**config.mk**
```make
export PLATFORM = sky130hd
export DESIGN_NAME = mul_arbiter
export DESIGN_NICKNAME = d
export VERILOG_FILES = /design/src/rtl/mul_arbiter.sv
export SDC_FILE = /design/constraint.sdc
export NUM_CORES = 1
export LEC_CHECK = 0
export CAP_MARGIN = 0
export CORE_UTILIZATION = 45
export DETAILED_ROUTE_END_ITERATION = 8
export DONT_BUFFER_PORTS = 1
export PLACE_DENSITY = 0.63
export RECOVER_POWER = 25
export SLEW_MARGIN = 20
export SYNTH_ARGS = -nofsm -noshare
export SYNTH_HDL_FRONTEND = slang
export SYNTH_SLANG_ARGS = --single-unit
```
**constraint.sdc**
```tcl
create_clock -name clock -period 2.53 [get_ports clock]
set_input_delay 0.506 -clock clock [delete_from_list [all_inputs] [get_ports clock]]
set_output_delay 0.506 -clock clock [all_outputs]
set_load 0.005 [all_outputs]
```
**src/rtl/mul_arbiter.sv**
```systemverilog
// mul_arbiter: two-port arbiter sharing one external 8x8 multiplier.
//
// Ports:
//   clock            rising-edge clock
//   reset            synchronous, active-high reset
//   req0, req1       operation requests, held until the matching grant
//   a0, b0, a1, b1   8-bit operands per port (passed through unmodified)
//   gnt0, gnt1       one-cycle pulse; operands of that port were captured on this edge
//   vld0, vld1       one-cycle pulse; result of that port is valid
//   res0, res1       16-bit result per port, held until that port's next completion
//   err              qualifies the vld pulse; high = watchdog abort
//   busy             high in every state except IDLE
//   mult_start       one-cycle start pulse to the shared multiplier
//   mult_a, mult_b   multiplier operands, stable from ISSUE through WAIT
//   mult_done        multiplier completion (0->1 transition in WAIT counts)
//   mult_res         multiplier product
//
// Parameter WD_MAX: number of WAIT cycles before the watchdog aborts (6-bit counter).
// Macro MUL_ARB_RR_EN: when defined, ties go to the port not served last;
// otherwise port 0 always wins ties and no pointer register exists.
module mul_arbiter #(
    parameter int WD_MAX = 63
) (
    input  logic        clock,
    input  logic        reset,
    input  logic        req0,
    input  logic        req1,
    input  logic [7:0]  a0,
    input  logic [7:0]  b0,
    input  logic [7:0]  a1,
    input  logic [7:0]  b1,
    output logic        gnt0,
    output logic        gnt1,
    output logic        vld0,
    output logic        vld1,
    output logic [15:0] res0,
    output logic [15:0] res1,
    output logic        err,
    output logic        busy,
    output logic        mult_start,
    output logic [7:0]  mult_a,
    output logic [7:0]  mult_b,
    input  logic        mult_done,
    input  logic [15:0] mult_res
);
    typedef enum logic [1:0] {IDLE, ISSUE, WAIT, RESP} state_t;

    state_t      state_q, state_d;
    logic        sel_q, sel_d;
    logic        gnt0_q, gnt0_d, gnt1_q, gnt1_d;
    logic [7:0]  ma_q, ma_d, mb_q, mb_d;
    logic [15:0] res0_q, res0_d, res1_q, res1_d;
    logic        err_q, err_d;
    logic [5:0]  wd_q, wd_d;
    logic        done_q;
    logic        win;
    logic        done_rise;

`ifdef MUL_ARB_RR_EN
    logic last_q, last_d;
    // on a tie the port not served last wins; a lone request always wins
    assign win = (req0 && req1) ? ~last_q : req1;
`else
    assign win = ~req0;
`endif

    // only a fresh edge completes, so a level already high on WAIT entry is ignored
    assign done_rise = mult_done && !done_q;

    always_ff @(posedge clock) begin
        if (reset) begin
            state_q <= IDLE;
            sel_q   <= 1'b0;
            gnt0_q  <= 1'b0;
            gnt1_q  <= 1'b0;
            ma_q    <= 8'h00;
            mb_q    <= 8'h00;
            res0_q  <= 16'h0000;
            res1_q  <= 16'h0000;
            err_q   <= 1'b0;
            wd_q    <= 6'd0;
            done_q  <= 1'b0;
`ifdef MUL_ARB_RR_EN
            last_q  <= 1'b1;
`endif
        end else begin
            state_q <= state_d;
            sel_q   <= sel_d;
            gnt0_q  <= gnt0_d;
            gnt1_q  <= gnt1_d;
            ma_q    <= ma_d;
            mb_q    <= mb_d;
            res0_q  <= res0_d;
            res1_q  <= res1_d;
            err_q   <= err_d;
            wd_q    <= wd_d;
            done_q  <= mult_done;
`ifdef MUL_ARB_RR_EN
            last_q  <= last_d;
`endif
        end
    end

    always_comb begin
        state_d = state_q;
        sel_d   = sel_q;
        gnt0_d  = 1'b0;
        gnt1_d  = 1'b0;
        ma_d    = ma_q;
        mb_d    = mb_q;
        res0_d  = res0_q;
        res1_d  = res1_q;
        err_d   = err_q;
        wd_d    = wd_q;
`ifdef MUL_ARB_RR_EN
        last_d  = last_q;
`endif
        case (state_q)
            IDLE: begin
                if (req0 || req1) begin
                    sel_d   = win;
                    gnt0_d  = ~win;
                    gnt1_d  = win;
                    ma_d    = win ? a1 : a0;
                    mb_d    = win ? b1 : b0;
`ifdef MUL_ARB_RR_EN
                    last_d  = win;
`endif
                    state_d = ISSUE;
                end
            end
            ISSUE: begin
                wd_d    = 6'd0;
                state_d = WAIT;
            end
            WAIT: begin
                if (done_rise) begin
                    res0_d  = sel_q ? res0_q : mult_res;
                    res1_d  = sel_q ? mult_res : res1_q;
                    err_d   = 1'b0;
                    state_d = RESP;
                end else if (wd_q == 6'(WD_MAX - 1)) begin
                    res0_d  = sel_q ? res0_q : 16'h0000;
                    res1_d  = sel_q ? 16'h0000 : res1_q;
                    err_d   = 1'b1;
                    state_d = RESP;
                end else begin
                    wd_d    = wd_q + 6'd1;
                end
            end
            RESP: state_d = IDLE;
            default: state_d = IDLE;
        endcase
    end

    assign gnt0       = gnt0_q;
    assign gnt1       = gnt1_q;
    assign vld0       = (state_q == RESP) && !sel_q;
    assign vld1       = (state_q == RESP) && sel_q;
    assign res0       = res0_q;
    assign res1       = res1_q;
    assign err        = err_q;
    assign busy       = state_q != IDLE;
    assign mult_start = state_q == ISSUE;
    assign mult_a     = ma_q;
    assign mult_b     = mb_q;
endmodule
```
Word-level counts from Yosys, hierarchy flattened
Index checks and enable logic that the tools add are counted.

$add $sub $neg: 1. Eq/ne operators: 12. Multiplexer cells: 19. Bitwise gates (word level): 3. Reductions and logical operators: 17.

Operator list (count): 16-bit two-way mux (8); 8-bit two-way mux (2); 2-bit != test (second input constant) (7); 6-bit two-way mux (2); 6-bit one-hot mux with 2 select lines (1); 2-bit one-hot mux with 4 select lines (1); 4-bit AND reduction (2); 6-bit by 1-bit adder with 6-bit output (second input constant) (1); 6-bit == test (second input constant) (1); 2-bit two-way mux (3); 2-bit AND reduction (3); 2-bit nonzero test (3); 2-bit == test (second input constant) (2); 1-bit logical AND (3); 3-bit != test (second input constant) (1); 1-bit NOT (3); 3-bit AND reduction (1); 3-bit OR reduction (1); 2-bit by 1-bit == test with 1-bit output (second input constant) (1); 1-bit logical NOT (2); 2-bit logical NOT (1); 1-bit two-way mux (2); 1-bit logical OR (1).

Flip-flop bits (word level): 61. Input bits: 53. Output and inout bits: 55. Word-level logic and storage cells: 63.

Depth between registers and ports, before layout
Gate-level depths: netlist of the first run.

Word-level depth: 4. Mapped depth: 7. Mapped depth without buffers: 6.

Least setup slack after synthesis of the first run
OpenSTA, ideal clock, no wires.

Path kind: register to register. Start point: register state_q[0]. End point: register res0_q[10], in the netlist res0[10]. Arrival time: 1.523 ns. Required time: 2.402 ns. Path slack: 0.879 ns. Stages on the path, launching flop included: 8. Buffers on the path: 1. Clock period less this slack: 1.651 ns. Path through: dfxtp_1 > inv_1 > ha_1 > inv_1 > o32ai_4 > buf_6 > mux2i_1 > nor2_1.

Cells in the longest elaborated chain, start to end: 2.

Ends and longest elaborated chain: start: declaration (RTL line 48) `state_t state_q, state_d;`; start signal: assignment (RTL line 87) `state_q <= state_d;`; 2-bit == test (RTL line 118) `case (state_q)`; 4-bit AND reduction (no line); end signal: assignment (RTL line 93) `res0_q <= res0_d;`; end: declaration (RTL line 52) `logic [15:0] res0_q, res0_d, res1_q, res1_d;`.

Every way passes these cells. A chain may end at the register's enable or synchronous reset.

Final worst setup path of the first run
Start point: register state_q[1]. End point: register wd_q[4].

Cells in the longest elaborated chain, start to end: 3.

Ends and longest elaborated chain: 2-bit == test or 2-bit by 1-bit == test with 1-bit output (tied branches) (RTL line 118); 2-bit != test (no line) or 2-bit nonzero test (tied branches); 3-bit AND reduction (no line); end signal: assignment (RTL line 96) `wd_q <= wd_d;`; end: declaration (RTL line 54) `logic [5:0] wd_q, wd_d;`.

Parallel ways exist; a longest one is shown, timed or not.

==> results of run 1 <==
worst paths after layout:
path / from / endpoint / slack, ns
max: state_q[1] / wd_q[4] / 0.75
min: reset / mult_b[3] / 0.23
max reg2reg: state_q[1] / wd_q[4] / 0.75
min reg2reg: res1[14] / res1[14] / 0.47
stage by stage:
| step | setup WS, ns | area, sq um | hold WS, ns | power (mW) | instances |
|---|---|---|---|---|---|
| 2_1_floorplan | 0.879 | 2810 | 0.451 | 1.71 | 299 |
| 3_3_place_gp | 0.832 | 2830 | 0.456 | 1.81 | 357 |
| 3_5_place_dp | 0.755 | 2830 | 0.461 | 1.83 | 357 |
| 4_1_cts | 0.746 | 3050 | 0.220 | 2.76 | 373 |
| 5_1_grt | 0.559 | 3050 | 0.214 | 2.90 | 373 |
| 6_report | 0.747 | 3050 | 0.234 | 2.74 | 373 |
report_power, final:
group | leakage (nW) | internal, mW | switching, mW | total (mW)
Sequential | 0.497 | 1.10 | 0.125 | 1.22
Clock | 0.110 | 0.554 | 0.384 | 0.939
Combinational | 0.474 | 0.228 | 0.349 | 0.577
Total | 1.08 | 1.88 | 0.858 | 2.74
worst register-to-register path: cells and delay by family, from the launching register on:
family	cells	cell delay (ns)
and+or+nand+nor	2	0.58
buffers and inverters	1	0.10
adders and majority gates	1	0.48
DFF	1	0.38
AOI/OAI and AO/OA	1	0.18
layout make-up:
class | instances | area, sq um | area share, %
Clock inverter | 6 | 87.6 | 2.88
Clock buffer | 10 | 128 | 4.19
Sequential cell | 61 | 1220 | 40.1
Tap cell | 75 | 93.8 | 3.08
Multi-Input combinational cell | 208 | 1440 | 47.3
Timing Repair Buffer | 7 | 52.6 | 1.73
Inverter | 6 | 22.5 | 0.740
registers in the layout (all words and copies together), names as in the netlist, 2 cells and up:
| name | count |
|---|---|
| mult_b | 8 |
| state_q | 2 |
| res1 | 16 |
| res0 | 16 |
| mult_a | 8 |
| wd_q | 6 |
logic make-up (layout without fill, tap and decap cells):
logic type	Yosys count	in the layout	share of synthesized area (%)
buffers and inverters	30	29	5.22
muxes	32	32	11.4
adders and majority gates	7	7	3.12
DFF	61	61	43.5
and+or+nand+nor	115	115	21.9
AOI/OAI and AO/OA	54	54	14.9
cell usage in the layout, fill, tap and decap left out, drive strengths merged:
cell type,instances
a21o,1
inv,6
o32ai,2
o21ai,2
a22oi,1
a21oi,18
nor4,1
dfxtp,61
or3,1
clkinv,4
mux2i,32
ha,7
a21boi,1
or4,1
clkbuf,10
buf,7
nor2,38
nor3,1
nand2,19
a211oi,21
o21a,1
nand3,5
a31oi,5
nand4,18
and2,17
nand4b,2
and3,1
a32oi,1
nand2b,7
o211ai,1
and4,1
bufinv,2
nor2b,3
per-layer routing:
layer | vias to the layer above | wire (microns) | track usage, %
met4 | 0 | 85 | 9.11
met1 | 992 | 2650 | 23.0
li1 | 1048 | - | -
met3 | 9 | 489 | 6.97
met5 | - | 0 | 0
met2 | 67 | 2880 | 31.3
==> summary.txt, run 1 <==
Critical path
  – Worst path required time: 2.80 ns
  – Critical-path cell with the highest stage delay: ha_1
  – Worst Setup End Kind: flip-flop
  – Crit path max fanout: 11
  – Reg2Reg Depth: 5
  – Critical path launch point type: flip-flop
  – CP bufs+invs: 1
  – CP Depth: 5
  – Delay of the slowest cell on the worst path: ~0.48 ns
  – Critical path class: reg2reg
  – Critical path's top delay family: simple AND/OR/NAND/NOR gates
  – Crit path cell chain: inv_1, ha_1, nand2_1, or4_1, a31oi_1
  – Crit path DAT: ~2.1 ns

Cells and area
  – Fin nets: roughly 350
  – P&R area growth vs syn: 8.56%
  – Post-layout util: 51.1%
  – Number of fill cells in the layout: 566
  – ANT cells: 0
  – Share of layout cells above drive strength 1: 15.8%

Detailed routing
  – Vias per cell: 5.67
  – Avg WL per Cell: approximately 16 microns
  – 1st-iter DRT viols: 118
  – First-pass detailed-route iteration total: 4
  – Final wirelength: 6100 microns
  – Final ANT Viol Nets: 0
  – Number of remaining DRC errors: 0
  – Via Count: roughly 2100

Yosys
  – Synth area leader: dfxtp_1
  – Yosys cell types: 40
  – Post-Synthesis Cells: 299
  – EDFF count, synth: 0
  – Ys flop type: dfxtp_1
  – Asr flop ratio synth: 0%
  – Top post-synthesis cells by count: dfxtp_1 (61), nor2_1 (37), mux2i_1 (32)
  – Yosys warns: 0
  – Register area share after synthesis: between 40% and 50%
  – Syn Nets: ~360
  – Most numerous cell in the Yosys netlist: dfxtp_1
  – Area contributors post-synth: dfxtp_1 (44%), mux2i_1 (11%), a211oi_1 (5.6%)
  – Top cell type's share of synthesized area: between 40% and 50%
  – Syn Area/Cell: between 9 and 10 sq um
  – Mapped Area: roughly 2800 sq um
  – Synth Register Bits: 61

Timing
  – Minimum clock period: 1.78 ns
  – Final setup vio count: 0
  – Worst slew pin tran: around 0.47 ns
  – Final hold vios: 0
  – Unrepaired setup endpoints after global routing: false
  – Clock skew: 0.0103 ns
  – Crit share post-route: between 70% and 80%
  – Fin. max-slew vios: 0
  – Fmax: approximately 0.56 GHz
  – Relative slew slack: 68.3%
  – Setup TNS: 0 ns

GRT
  – Grt ovf: 0
  – Vias in the first global route: about 2000
  – Global-route wire length before repair: 9580 microns
  – GRT Resource Usage Total: 19.5%
  – Initial antenna violation count: 0
  – Largest net degree at the start of global routing: 63

Clock network
  – # clock sinks: 61
  – CTS root buffer: clkbuf_8
  – Postcts setup bufs: 0
  – Clk pin slew, worst setup/hold paths: approximately 0.070 ns
  – Worst skew pair latency: 0.34 ns
  – H-Tree Depth: 3
  – Cts bufs inserted: 9
  – Post-CTS Hold Fix Bufs: 0
  – Post-cts resize count: 0
  – Max clock buf depth: 2
  – CTS tree: built

Flow run
  – Maxcap violations: 0

Place
  – Post-DP HPWL: between 4000 and 5000 microns
  – IO Port Bufs: 0
  – Placer congestion estimate: 0.795

Worst hold path
  – Hold path cells: 1
  – Hold Path Class: in2reg

Power
  – Leak: between 1 and 1.5 nW
  – P per Cell Area: around 900 nW/um^2
  – Worst IR drop on VDD: between 500 and 600 uV

Floorplan
  – Row count: 28
  – Die W: between 80 and 90 microns
  – CORE AREA: around 6000 sq um
  – Ports: roughly 110
  – Die area: 6550 sq um
  – Die Ht: 81.0 microns
  – Initial Util: between 40 and 50%

Outcome
  – Status: finished clean
Note: power is estimated with default switching activity, not from simulation.
==> run 2, diff against run 1 <==
==> constraint.sdc (replaced) <==
create_clock -name clock -period 1.9 [get_ports clock]
set_input_delay 0.38 -clock clock [delete_from_list [all_inputs] [get_ports clock]]
set_output_delay 0.38 -clock clock [all_outputs]
set_load 0.005 [all_outputs]
==> summary.txt, run 2 (same netlist as run 1, synthesis figures left out) <==
Clock network
  – Cts bufs inserted: 9 (unchanged)
  – H-Tree Depth: 3 (unchanged)
  – Max clock buf depth: 2 (unchanged)
  – CTS root buffer: clkbuf_8
  – # clock sinks: 61 (unchanged)
  – Post-CTS Hold Fix Bufs: 0 (unchanged)
  – Postcts setup bufs: 0 (unchanged)
  – Worst skew pair latency: 0.35 ns (about the same)
  – Post-cts resize count: 0 (unchanged)
  – Clk pin slew, worst setup/hold paths: 0.07 ns (about the same)
  – CTS tree: built

Critical path
  – Critical path launch point type: flip-flop
  – Worst reg2reg path startpoint: state_q[0]
  – Reg-to-Reg End: res1[2]
  – Crit path max fanout: 21 (+10)
  – Worst reg-to-reg setup slack: 0.19 ns (-0.56 ns)
  – Worst path required time: 2.17 ns (-0.63 ns)
  – Reg2Reg Depth: 7 (+2)
  – Critical path class: reg2reg
  – Crit path DAT: 1.98 ns (-0.07 ns)
  – Worst Setup End Kind: flip-flop

Power
  – Switching Fraction: 30.5% (-0.90 points)
  – Psw: 1.18 mW (+38%)
  – Combinational cell fraction of total power: 21.8% (+0.7 points)
  – Seq pwr share: 41.6% (-3.0 points)
  – Internal Power: 2.70 mW (+43%)
  – Worst IR drop on VDD: 807 uV (+41%)
  – Clock power frac: 36.6% (+2.3 points)
  – Tot Pwr: 3.88 mW (+42%)
  – P per Cell Area: 1240 nW/um^2 (+38%)
  – Leak: 1.11 nW (+2.7%)

Cells and area
  – Commonest non-fill, non-tap cell in the layout: dfxtp_1
  – ANT cells: 0 (unchanged)
  – Cell area after layout: 3130 sq um (+2.8%)
  – Fin nets: 355 (+0.57%)
  – Number of fill cells in the layout: 576 (+1.8%)
  – Footprint of the multi-input gates: 1440 sq um (unchanged)
  – Share of layout cells above drive strength 1: 16.7% (+0.89 points)
  – Register area: 1220 sq um (unchanged)
  – P&R area growth vs syn: 11.6%
  – Most frequent cells in the layout: dfxtp_1 (61), nor2_1 (37), mux2i_1 (32), a211oi_1 (21), nand4_1 (18)

Timing
  – Fin. max-slew vios: 0 (unchanged)
  – Worst slew pin tran: 0.418 ns (-0.0568 ns)
  – Crit share post-route: 90.0% (+20 points)
  – Fmax: 0.585 GHz (+4.3%)
  – Clock skew: 0.0113 ns (+0.00102 ns)
  – Final worst setup slack: 0.190 ns (-0.557 ns)
  – Minimum clock period: 1.71 ns (-0.0730 ns)
  – Worst Hold Slack: 0.102 ns (-0.132 ns)
  – Setup TNS: 0 ns (unchanged)
  – Unrepaired setup endpoints after global routing: false
  – Relative slew slack: 72.0% (+3.7 points)
  – Final setup vio count: 0 (unchanged)
  – Final hold vios: 0 (unchanged)

Floorplan
  – Row count: 28 (unchanged)
  – Die area: 6550 sq um (unchanged)
  – Ports: 108 (unchanged)
  – Die W: 81.0 microns (unchanged)
  – CORE AREA: 5960 sq um (unchanged)
  – Initial Util: 47.1% (unchanged)
  – Die Ht: 81.0 microns (unchanged)

Worst hold path
  – HP Start: reset
  – Hold Path Class: in2reg
  – Min-Delay Endpoint: mult_b[3]
  – Hold path cells: 1 (unchanged)

Detailed routing
  – Via Count: 2117 (+0.047%)
  – First-pass detailed-route iteration total: 4 (unchanged)
  – Final ANT Viol Nets: 0 (unchanged)
  – Avg WL per Cell: 15.6 microns (-4.8%)
  – Final wirelength: 5840 microns (-4.3%)
  – 1st-iter DRT viols: 115 (-2.5%)
  – Number of remaining DRC errors: 0 (unchanged)
  – Vias per cell: 5.65 (-0.49%)

GRT
  – Vias in the first global route: 1956 (-0.76%)
  – Initial antenna violation count: 0 (unchanged)
  – Global-route wire length before repair: 9150 microns (-4.5%)
  – Grt ovf: 0 (unchanged)
  – GRT Resource Usage Total: 18.6% (-0.85 points)
  – Largest net degree at the start of global routing: 63 (unchanged)

Place
  – Placer congestion estimate: 0.838 (+5.4%)
  – Worst slack at placement: 0.196 ns (-0.559 ns)
  – Area of placed instances: 2880 sq um (+1.9%)
  – IO Port Bufs: 0 (unchanged)
  – Post-DP HPWL: 3970 microns (-5.0%)

Outcome
  – Status: finished clean

Flow run
  – Maxcap violations: 0 (unchanged)
==> run 2: cell count changes in the layout (fill, tap and decap cells not counted), sizes merged <==
cell      previous run  this run
inv                  6         7
clkinvlp             0         2
clkbuf              10         9
clkinv               4         1
buf                  7         9
bufinv               2         3
==> run 2: final cells by class <==
| cell class | instances | share of cell area [%] |
|---|---|---|
| clock inverters | 7 | 3.92 |
| flip-flops and latches | 61 | 39.0 |
| clock buffers | 9 | 3.96 |
| inverters | 6 | 0.720 |
| multi-input cells | 208 | 46.0 |
| repair buffers | 9 | 3.36 |
| well taps | 75 | 3.00 |
==> run 2: through the flow <==
| step | utilization, % | cells |
|---|---|---|
| final | 52.5 | 375 |
| after global routing | 52.5 | 375 |
| after CTS | 52.5 | 375 |
| after detailed placement | 48.4 | 359 |
| after global placement | 48.4 | 359 |
| after floorplan | - | 299 |
==> run 2: power by group through the flow <==
stage	Sequential [mW]	Clock, mW	Combinational [mW]
floorplan	1.60	0	0.671
global placement	1.64	0	0.831
detailed placement	1.64	0	0.846
CTS	1.62	1.45	0.849
global route	1.64	1.50	0.943
finish	1.61	1.42	0.845
==> run 2: critical path: stages, from the launching register on <==
cell	delay, ns
dfxtp_1	0.39
inv_1	0.10
ha_1	0.26
buf_4	0.23
a32oi_2	0.27
buf_12	0.19
nand2_1	0.06
a21oi_1	0.14
==> run 2: how the worst max path moves through the flow <==
stage | startpoint | to
2_1_floorplan | state_q[0] | res0[10]
3_3_place_gp | wd_q[0] | wd_q[4]
3_5_place_dp | state_q[0] | res1[2]
4_1_cts | state_q[0] | res1[2]
5_1_grt | state_q[0] | res0[12]
6_report | state_q[0] | res1[2]
==> run 2: layer usage <==
layer	vias up	routed length (microns)	GRT usage (%)
li1	1050	-	-
met1	981	2480	21.1
met2	72	2720	29.5
met3	14	473	6.97
met4	0	170	11.6
met5	-	0	0
==> run 3, diff against run 2 <==
--- a/config.mk
+++ b/config.mk
@@ -9,6 +9,7 @@
 export CORE_UTILIZATION = 45
 export DETAILED_ROUTE_END_ITERATION = 8
 export DONT_BUFFER_PORTS = 1
+export GPL_ROUTABILITY_DRIVEN = 0
 export PLACE_DENSITY = 0.63
 export RECOVER_POWER = 25
 export SLEW_MARGIN = 20
==> results of run 3 <==
The final DEF is identical to that of run 2; final timing and power are the same.
